--- config.mk ---
export PLATFORM = sky130hd
export DESIGN_NAME = mac_accumulator
export DESIGN_NICKNAME = d
export VERILOG_FILES = /design/src/rtl/mac_accumulator_pkg.sv /design/src/rtl/mac_accumulator_term_counter.sv /design/src/rtl/mac_accumulator.sv
export SDC_FILE = /design/constraint.sdc
export NUM_CORES = 1
export LEC_CHECK = 0
export ABC_AREA = 0
export ABC_CLOCK_PERIOD_IN_PS = 3120
export CORE_MARGIN = 3
export CORE_UTILIZATION = 50
export CTS_CLUSTER_DIAMETER = 200
export DETAILED_ROUTE_END_ITERATION = 10
export GPL_TIMING_DRIVEN = 0
export PLACE_DENSITY_LB_ADDON = 0.08
export RECOVER_POWER = 50
export REMOVE_ABC_BUFFERS = 1
export SLEW_MARGIN = 20
export SYNTH_ARGS = -nofsm -noshare
export SYNTH_HDL_FRONTEND = slang
export SYNTH_HIERARCHICAL = 1
export SYNTH_SLANG_ARGS = --single-unit
--- constraint.sdc ---
create_clock -name i_clk -period 3.12 [get_ports i_clk]
set_clock_uncertainty 0.2 [all_clocks]
set_input_delay 0.624 -clock i_clk [delete_from_list [all_inputs] [get_ports i_clk]]
set_output_delay 0.624 -clock i_clk [all_outputs]
set_load 0.1 [all_outputs]
--- src/rtl/mac_accumulator_pkg.sv ---
// Shared definitions for the MAC accumulator: FSM state encoding and term counter width.
// The bench imports this package for its state checks.
package mac_accumulator_pkg;

    typedef enum logic [1:0] {
        S_IDLE  = 2'd0,
        S_ACCUM = 2'd1,
        S_DONE  = 2'd2,
        S_RSVD  = 2'd3
    } state_t;

    localparam int CNT_W = 8;

endpackage

--- src/rtl/mac_accumulator_term_counter.sv ---
// Counts accepted products within one accumulation and flags the final term.
// Keeps counter arithmetic out of the accumulator FSM.
module mac_accumulator_term_counter
    import mac_accumulator_pkg::*;
#(
    parameter int COUNT_N = 4
) (
    input  logic i_clk,
    input  logic i_rst,
    input  logic i_clear,
    input  logic i_inc,
    output logic o_last
);

    logic [CNT_W-1:0] r_count;

    always_ff @(posedge i_clk or posedge i_rst) begin
        if (i_rst) begin
            r_count <= '0;
        end else if (i_clear) begin
            r_count <= '0;
        end else if (i_inc) begin
            r_count <= r_count + CNT_W'(1);
        end
    end

    // High while the next accept is the COUNT_N-th term of the run.
    assign o_last = (r_count == CNT_W'(COUNT_N - 1));

endmodule

--- src/rtl/mac_accumulator.sv ---
// Accumulates COUNT_N unsigned products into one registered sum and hands it
// downstream over a valid/ready handshake; sticky OVERFLOW flags a wrap.
module mac_accumulator
    import mac_accumulator_pkg::*;
#(
    parameter int WIDTH     = 4,
    parameter int COUNT_N   = 4,
    parameter int ACC_WIDTH = 10
) (
    input  logic                 i_clk,
    input  logic                 i_rst,
    input  logic                 i_start,
    input  logic                 i_in_valid,
    input  logic [2*WIDTH-1:0]   i_product,
    output logic                 o_in_ready,
    output logic [ACC_WIDTH-1:0] o_acc_out,
    output logic                 o_out_valid,
    input  logic                 i_out_ready,
    output logic                 o_busy,
    output logic                 o_overflow,
    output logic [1:0]           o_state
);

    // Handshakes: a product transfers on a rising edge where i_in_valid and
    // o_in_ready are both high; a result transfers where o_out_valid and
    // i_out_ready are both high. Neither valid may depend on its ready.

    state_t               r_state;
    state_t               w_next_state;
    logic [ACC_WIDTH-1:0] r_acc;
    logic [ACC_WIDTH-1:0] r_acc_out;
    logic                 r_overflow;
    logic                 w_in_ready;
    logic                 w_out_valid;
    logic                 w_busy;
    logic                 w_start_run;
    logic                 w_accept;
    logic                 w_last;
    logic                 w_final;
    logic [ACC_WIDTH:0]   w_sum;

    assign w_start_run = (r_state == S_IDLE) && i_start;
    assign w_accept    = (r_state == S_ACCUM) && i_in_valid;
    assign w_final     = w_accept && w_last;
    // Extra top bit captures the carry out of the accumulator.
    assign w_sum       = {1'b0, r_acc} + (ACC_WIDTH + 1)'(i_product);

    mac_accumulator_term_counter #(
        .COUNT_N (COUNT_N)
    ) u_term_counter (
        .i_clk   (i_clk),
        .i_rst   (i_rst),
        .i_clear (w_start_run),
        .i_inc   (w_accept),
        .o_last  (w_last)
    );

    always_ff @(posedge i_clk or posedge i_rst) begin
        if (i_rst) begin
            r_state <= S_IDLE;
        end else begin
            r_state <= w_next_state;
        end
    end

    always_comb begin
        w_next_state = r_state;
        case (r_state)
            S_IDLE:  if (i_start)     w_next_state = S_ACCUM;
            S_ACCUM: if (w_final)     w_next_state = S_DONE;
            S_DONE:  if (i_out_ready) w_next_state = S_IDLE;
            default:                  w_next_state = S_IDLE;
        endcase
    end

    always_comb begin
        w_in_ready  = 1'b0;
        w_out_valid = 1'b0;
        w_busy      = 1'b0;
        case (r_state)
            S_ACCUM: begin
                w_in_ready = 1'b1;
                w_busy     = 1'b1;
            end
            S_DONE: begin
                w_out_valid = 1'b1;
                w_busy      = 1'b1;
            end
            default: ;
        endcase
    end

    always_ff @(posedge i_clk or posedge i_rst) begin
        if (i_rst) begin
            r_acc      <= '0;
            r_acc_out  <= '0;
            r_overflow <= 1'b0;
        end else if (w_start_run) begin
            r_acc      <= '0;
            r_acc_out  <= '0;
            r_overflow <= 1'b0;
        end else if (w_accept) begin
            r_acc <= w_sum[ACC_WIDTH-1:0];
            if (w_sum[ACC_WIDTH]) begin
                r_overflow <= 1'b1;
            end
            if (w_last) begin
                r_acc_out <= w_sum[ACC_WIDTH-1:0];
            end
        end
    end

    assign o_in_ready  = w_in_ready;
    assign o_out_valid = w_out_valid;
    assign o_busy      = w_busy;
    assign o_acc_out   = r_acc_out;
    assign o_overflow  = r_overflow;
    assign o_state     = r_state;

endmodule

* After elaboration in Yosys (flattened, before gate mapping)
Cells that the tools add are included.
** Cells by class
- Equality and inequality tests :: 6
- Muxes and demuxes :: 17
- $add $sub $neg :: 2
- Reductions and logical operators :: 11
** Operators by type and width (number)
- 10-bit two-way mux :: 5
- 8-bit two-way mux :: 2
- 10-bit by 8-bit adder with 11-bit output :: 1
- 8-bit by 1-bit adder with 8-bit output, second input constant :: 1
- 8-bit by 2-bit equality test with 1-bit output, second input constant :: 1
- 1-bit two-way mux :: 6
- 2-bit two-way mux :: 3
- 2-bit inequality test, second input constant :: 3
- 2-bit case mux with 3 select lines :: 1
- 2-bit nonzero test :: 3
- 2-bit AND reduction :: 2
- 1-bit logical AND :: 3
- 3-bit AND reduction :: 1
- 2-bit by 1-bit equality test with 1-bit output, second input constant :: 1
- 2-bit equality test, second input constant :: 1
- 2-bit logical NOT :: 1
- 2-bit OR reduction :: 1
** Storage, ports and cells
- Register bits after elaboration :: 31
- Logic and storage cells :: 41
- Output and inout bits :: 16

* Longest topological paths before layout
- Word-level depth :: 5
- Depth in mapped cells :: 10
- Mapped depth without buffers :: 8

* Hierarchy
Netlist, hierarchy kept.
** Modules (own cells, without submodules)
- mac_accumulator :: seq. area each 575.6 sq um, area each 1343.8 sq um, cells each 146, times used 1
- mac_accumulator_term_counter :: seq. area each 200.2 sq um, area each 416.6 sq um, cells each 42, times used 1

* Worst setup path before layout
Ideal clock, no wire load.
- Kind :: flip-flop to flip-flop
- Start :: register r_state[0], in the netlist o_state[0]
- End :: register u_term_counter.r_count[5]
- Library setup time :: 0.077 ns
- Stages on the path, launching flop included :: 9
- Path slack :: -0.739 ns
- Period minus slack after synthesis :: 3.859 ns
- Path buffers :: 2
- Required time :: 2.843 ns
- Arrival :: 3.581 ns
- Path through :: dfrtp_1 ha_1 nand2_1 inv_1 clkbuf_1 buf_2 o2111ai_4 or3_1 a21oi_1
** On the way
- Cells in the longest elaborated chain, start to end :: 3
- Elaborated cells on any way between the ends :: 6
- Those cells by class :: 1 x eq/ne; 1 x mux; 4 x reduce/logical
** RTL lines
- from (decl) :: RTL line mac_accumulator.sv:28 : state_t r_state;
- from (signal assigned) :: RTL line mac_accumulator.sv:62 : r_state <= w_next_state;
- 2-bit by 1-bit equality test with 1-bit output :: RTL line mac_accumulator.sv:43 : assign w_accept = (r_state == S_ACCUM) && i_in_valid;
- 1-bit logical AND :: RTL line mac_accumulator.sv:43
- net w_accept :: RTL line mac_accumulator.sv:37 : logic w_accept;
- 2-bit nonzero test (no line)
- to (signal assigned) :: RTL line mac_accumulator_term_counter.sv:23 : r_count <= r_count + CNT_W'(1);
- to (decl) :: RTL line mac_accumulator_term_counter.sv:15 : logic [CNT_W-1:0] r_count;
The timed path passes the listed nets, and every way through them passes these cells.
A chain may end at the register's enable or synchronous reset.

* Final worst setup path
- Start :: register r_state[1], in the netlist o_state[1]
- End :: output o_in_ready
** On the way
- Cells in the longest elaborated chain, start to end :: 2
** RTL lines
- 2-bit by 1-bit equality test with 1-bit output :: RTL line mac_accumulator.sv:80 : case (r_state)
- 1-bit two-way mux :: RTL line mac_accumulator.sv:80
- to (decl) :: RTL line mac_accumulator.sv:15 : output logic o_in_ready,
Every way passes these cells.

==> impl_metrics.env <==
export IMPL_status="finished, final reports clean"
export IMPL_die_x_um=65.3
export IMPL_root_buffer="clkbuf_4"
export IMPL_ys_seq_area_frac=0.441
export IMPL_num_io_pins=29
export IMPL_setup_viol=0
export IMPL_netlist_area_um2=1760
export IMPL_drc=0
export IMPL_hp_class="reg -> reg"
export IMPL_die_area_um2=4270
export IMPL_grt_pass1_vias=1525
export IMPL_fillerInstances=275
export IMPL_synth_distinct_cells=39
export IMPL_cts_buffer_depth=2
export IMPL_hold_path_end="o_overflow$_DFFE_PP0P_"
export IMPL_diodes=0
export IMPL_numCtsBuffers=5
export IMPL_first_pass_iters=4
export IMPL_synth_compound_area_frac=0.183
export IMPL_period_minus_slack_ns=2.83
export IMPL_arrival_ns=2.01
export IMPL_cts_max_level=2
export IMPL_syn_to_final_growth_pct=21.1
export IMPL_fin_crit_sh=0.909
export IMPL_wirelength_um=3850
export IMPL_ant_nets=0
export IMPL_dp_hpwl_um=2730
export IMPL_r2r_start="o_state[1]$_DFFE_PP0P_"
export IMPL_muxShareOfSynthArea=0.00569
export IMPL_place_ws_ns=-0.244
export IMPL_grt_overflow=0
export IMPL_internal_power_uw=906
export IMPL_seqPwrFrac=0.299
export IMPL_clkTransAtPathRegs_ns=0.09
export IMPL_start_util=0.550
export IMPL_p_leak_uw=0.000984
export IMPL_ctsHoldBuffers=0
export IMPL_p_switching_uw=938
export IMPL_p_comb_frac=0.567
export IMPL_clock_latency_ns=0.34
export IMPL_grt_max_degree=29
export IMPL_place_gp_congestion=0.882
export IMPL_grt_first_pass_wirelength_um=6740
export IMPL_wl_per_cell_um=14.8
export IMPL_layout_nets=245
export IMPL_syn_avg_cell_area_um2=9.36
export IMPL_fmaxAchievable_mhz=353
export IMPL_vias=1467
export IMPL_hold_violations=0
export IMPL_worstSetupPathType="reg -> out"
export IMPL_ir_drop_mv=1.09
export IMPL_p_sw_frac=0.509
export IMPL_rows=20
export IMPL_yosys_area_share_simple=0.183
export IMPL_required_ns=2.30
export IMPL_io_buffers=28
export IMPL_pwr_share_clk=0.134
export IMPL_reg2reg_slack_ns=0.30
export IMPL_postCtsSetupBuffers=0
export IMPL_tightest_slew_ns=0.993
export IMPL_fin_ws_ns=0.285
export IMPL_dpl_cell_area_um2=2070
export IMPL_slew_violations=0
export IMPL_grt_usage=0.207
export IMPL_antenna_found_initial=0
export IMPL_first_iter_violations=84
export IMPL_clkSinkCount=31
export IMPL_netlist_instances=188
export IMPL_core_area_um2=3200
export IMPL_cts_tree="yes"
export IMPL_hp_start="o_overflow$_DFFE_PP0P_"
export IMPL_rsz0062_at_grt="no"
export IMPL_yosys_warnings=6
export IMPL_synth_top_family_by_area="compound AO/OA/AOI/OAI gates"
export IMPL_hold_path_depth=2
export IMPL_fin_area_um2=2130
export IMPL_reg2regPathDepth=7
export IMPL_ys_ff_latch=31
export IMPL_crit_path_max_fanout=5
export IMPL_drive_gt1_frac=0.0599
export IMPL_synth_xor_area_share=0.0398
export IMPL_synthAdderAreaFrac=0.111
export IMPL_drv_cap=0
export IMPL_end_kind="primary output"
export IMPL_max_slew_margin=0.336
export IMPL_avgViaCountPerCell=5.62
export IMPL_reg2reg_to="o_state[1]$_DFFE_PP0P_"
export IMPL_startpoint_type="register"
export IMPL_die_y_um=65.3
export IMPL_powerDensity_nw_per_um2=865
==> power groups by stage <==
stage | clock network (µW) | registers, µW | logic (µW)
global placement | 0 | 554 | 1010
global route | 276 | 563 | 1130
finish | 247 | 552 | 1050
CTS | 256 | 551 | 1040
detailed placement | 0 | 560 | 1040
floorplan | 0 | 691 | 689
==> sequential cells by signal, summed over array words and instances (netlist names) <==
| signal | flops |
|---|---|
| o_state | 2 |
| o_acc_out | 10 |
| u_term_counter/r_count | 8 |
| o_overflow | 1 |
| r_acc | 10 |
==> final cells by class <==
class | count | area (µm²) | area share
tap | 44 | 55.1 | 0.0258
timing repair buffer | 28 | 284 | 0.133
multi-input combinational | 141 | 920 | 0.431
clock buffer | 6 | 51.3 | 0.0241
inverter | 10 | 41.3 | 0.0194
clock inverter | 1 | 5.00 | 0.00235
sequential | 31 | 776 | 0.364
==> layout by cell type (no fill, tap or decap), drive strengths merged, types with 4 or more instances in the layout <==
cell type,synthesis,routed
clkdlybuf4s50,0,24
nand2,31,31
ha,14,14
clkbuf,3,6
a21oi,19,19
o21ai,9,9
nand3,7,7
dfrtp,31,31
xor2,5,5
inv,10,9
a211oi,4,4
nor2,13,13
==> how the worst max path moves through the flow <==
stage / cells after the start / from / endpoint
6_report: 3 / o_state[1]$_DFFE_PP0P_ / o_in_ready
5_1_grt: 7 / o_state[1]$_DFFE_PP0P_ / o_state[1]$_DFFE_PP0P_
4_1_cts: 3 / o_state[0]$_DFFE_PP0P_ / o_busy
3_5_place_dp: 6 / i_in_valid / o_state[1]$_DFFE_PP0P_
3_3_place_gp: 6 / i_in_valid / o_state[1]$_DFFE_PP0P_
2_1_floorplan: 6 / o_state[0]$_DFFE_PP0P_ / o_state[0]$_DFFE_PP0P_
==> cells by family (layout without fill, tap and decap cells) <==
group	count (synthesis)	after routing
AOI/OAI and AO/OA	47	47
xor gates and xnor gates	8	8
adders and majority gates	15	15
buffers and inverters	16	45
DFF	31	31
muxes	1	1
and+or+nand+nor	70	70
==> worst max-delay path, stage by stage (launching register included) <==
cell and delay [ns]:
dfrtp_1 0.41, inv_1 0.13, ha_1 0.25, dlygate4sd2_1 0.88
==> per-stage QoR <==
stage	utilization	hold slack, ns	total power (µW)	std cells	setup TNS [ns]
5_1_grt	0.666	0.358	1970	261	0
3_3_place_gp	0.646	0.283	1570	254	-0.488
2_1_floorplan	-	0.240	1380	182	-8.74
3_5_place_dp	0.646	0.294	1600	254	-0.483
6_report	0.666	0.321	1840	261	0
4_1_cts	0.663	0.317	1850	261	0
==> synthesized netlist by cell type, drive strengths merged <==
master    n  area [µm²]
xor2      5        43.8
or2       1        6.26
nand3b    3        22.5
nand4     3        18.8
dfrtp    31         776
a211oi    4        35.0
o31ai     1        12.5
xnor2     3        26.3
nand3     7        35.0
nor4      1        6.26
buf       3        16.3
a21o      3        23.8
nor3      2        10.0
nor2b     2        12.5
a211o     1        8.76
o2111ai   1        26.3
and3      3        18.8
a41o      1        10.0
o41ai     2        17.5
a31oi     3        18.8
mux2i     1        10.0
fa        1        20.0
nor2     13        48.8
nand2    31         116
ha       14         175
a21oi    19        95.1
clkbuf    3        11.3
a222oi    1        10.0
o21ai     9        45.0
a21bo     1        10.0
nor3b     1        7.51
inv      10        37.5
a221o     1        10.0
or3       3        18.8
==> per-layer routing <==
| layer | up-vias | part of all wire | GRT usage |
|---|---|---|---|
| li1 | 724 | - | - |
| met1 | 701 | 0.43 | 0.239 |
| met2 | 33 | 0.49 | 0.350 |
| met3 | 9 | 0.058 | 0.0632 |
| met4 | 0 | 0.022 | 0.0907 |
| met5 | - | 0 | 0 |
==> timing repair <==
item | CTS | global route
endpoints found under the setup margin | 1 | 4
gates resized for setup | 1 | 3
hold endpoints to repair | 0 | 0
Note: power is estimated with default switching activity, not from simulation.
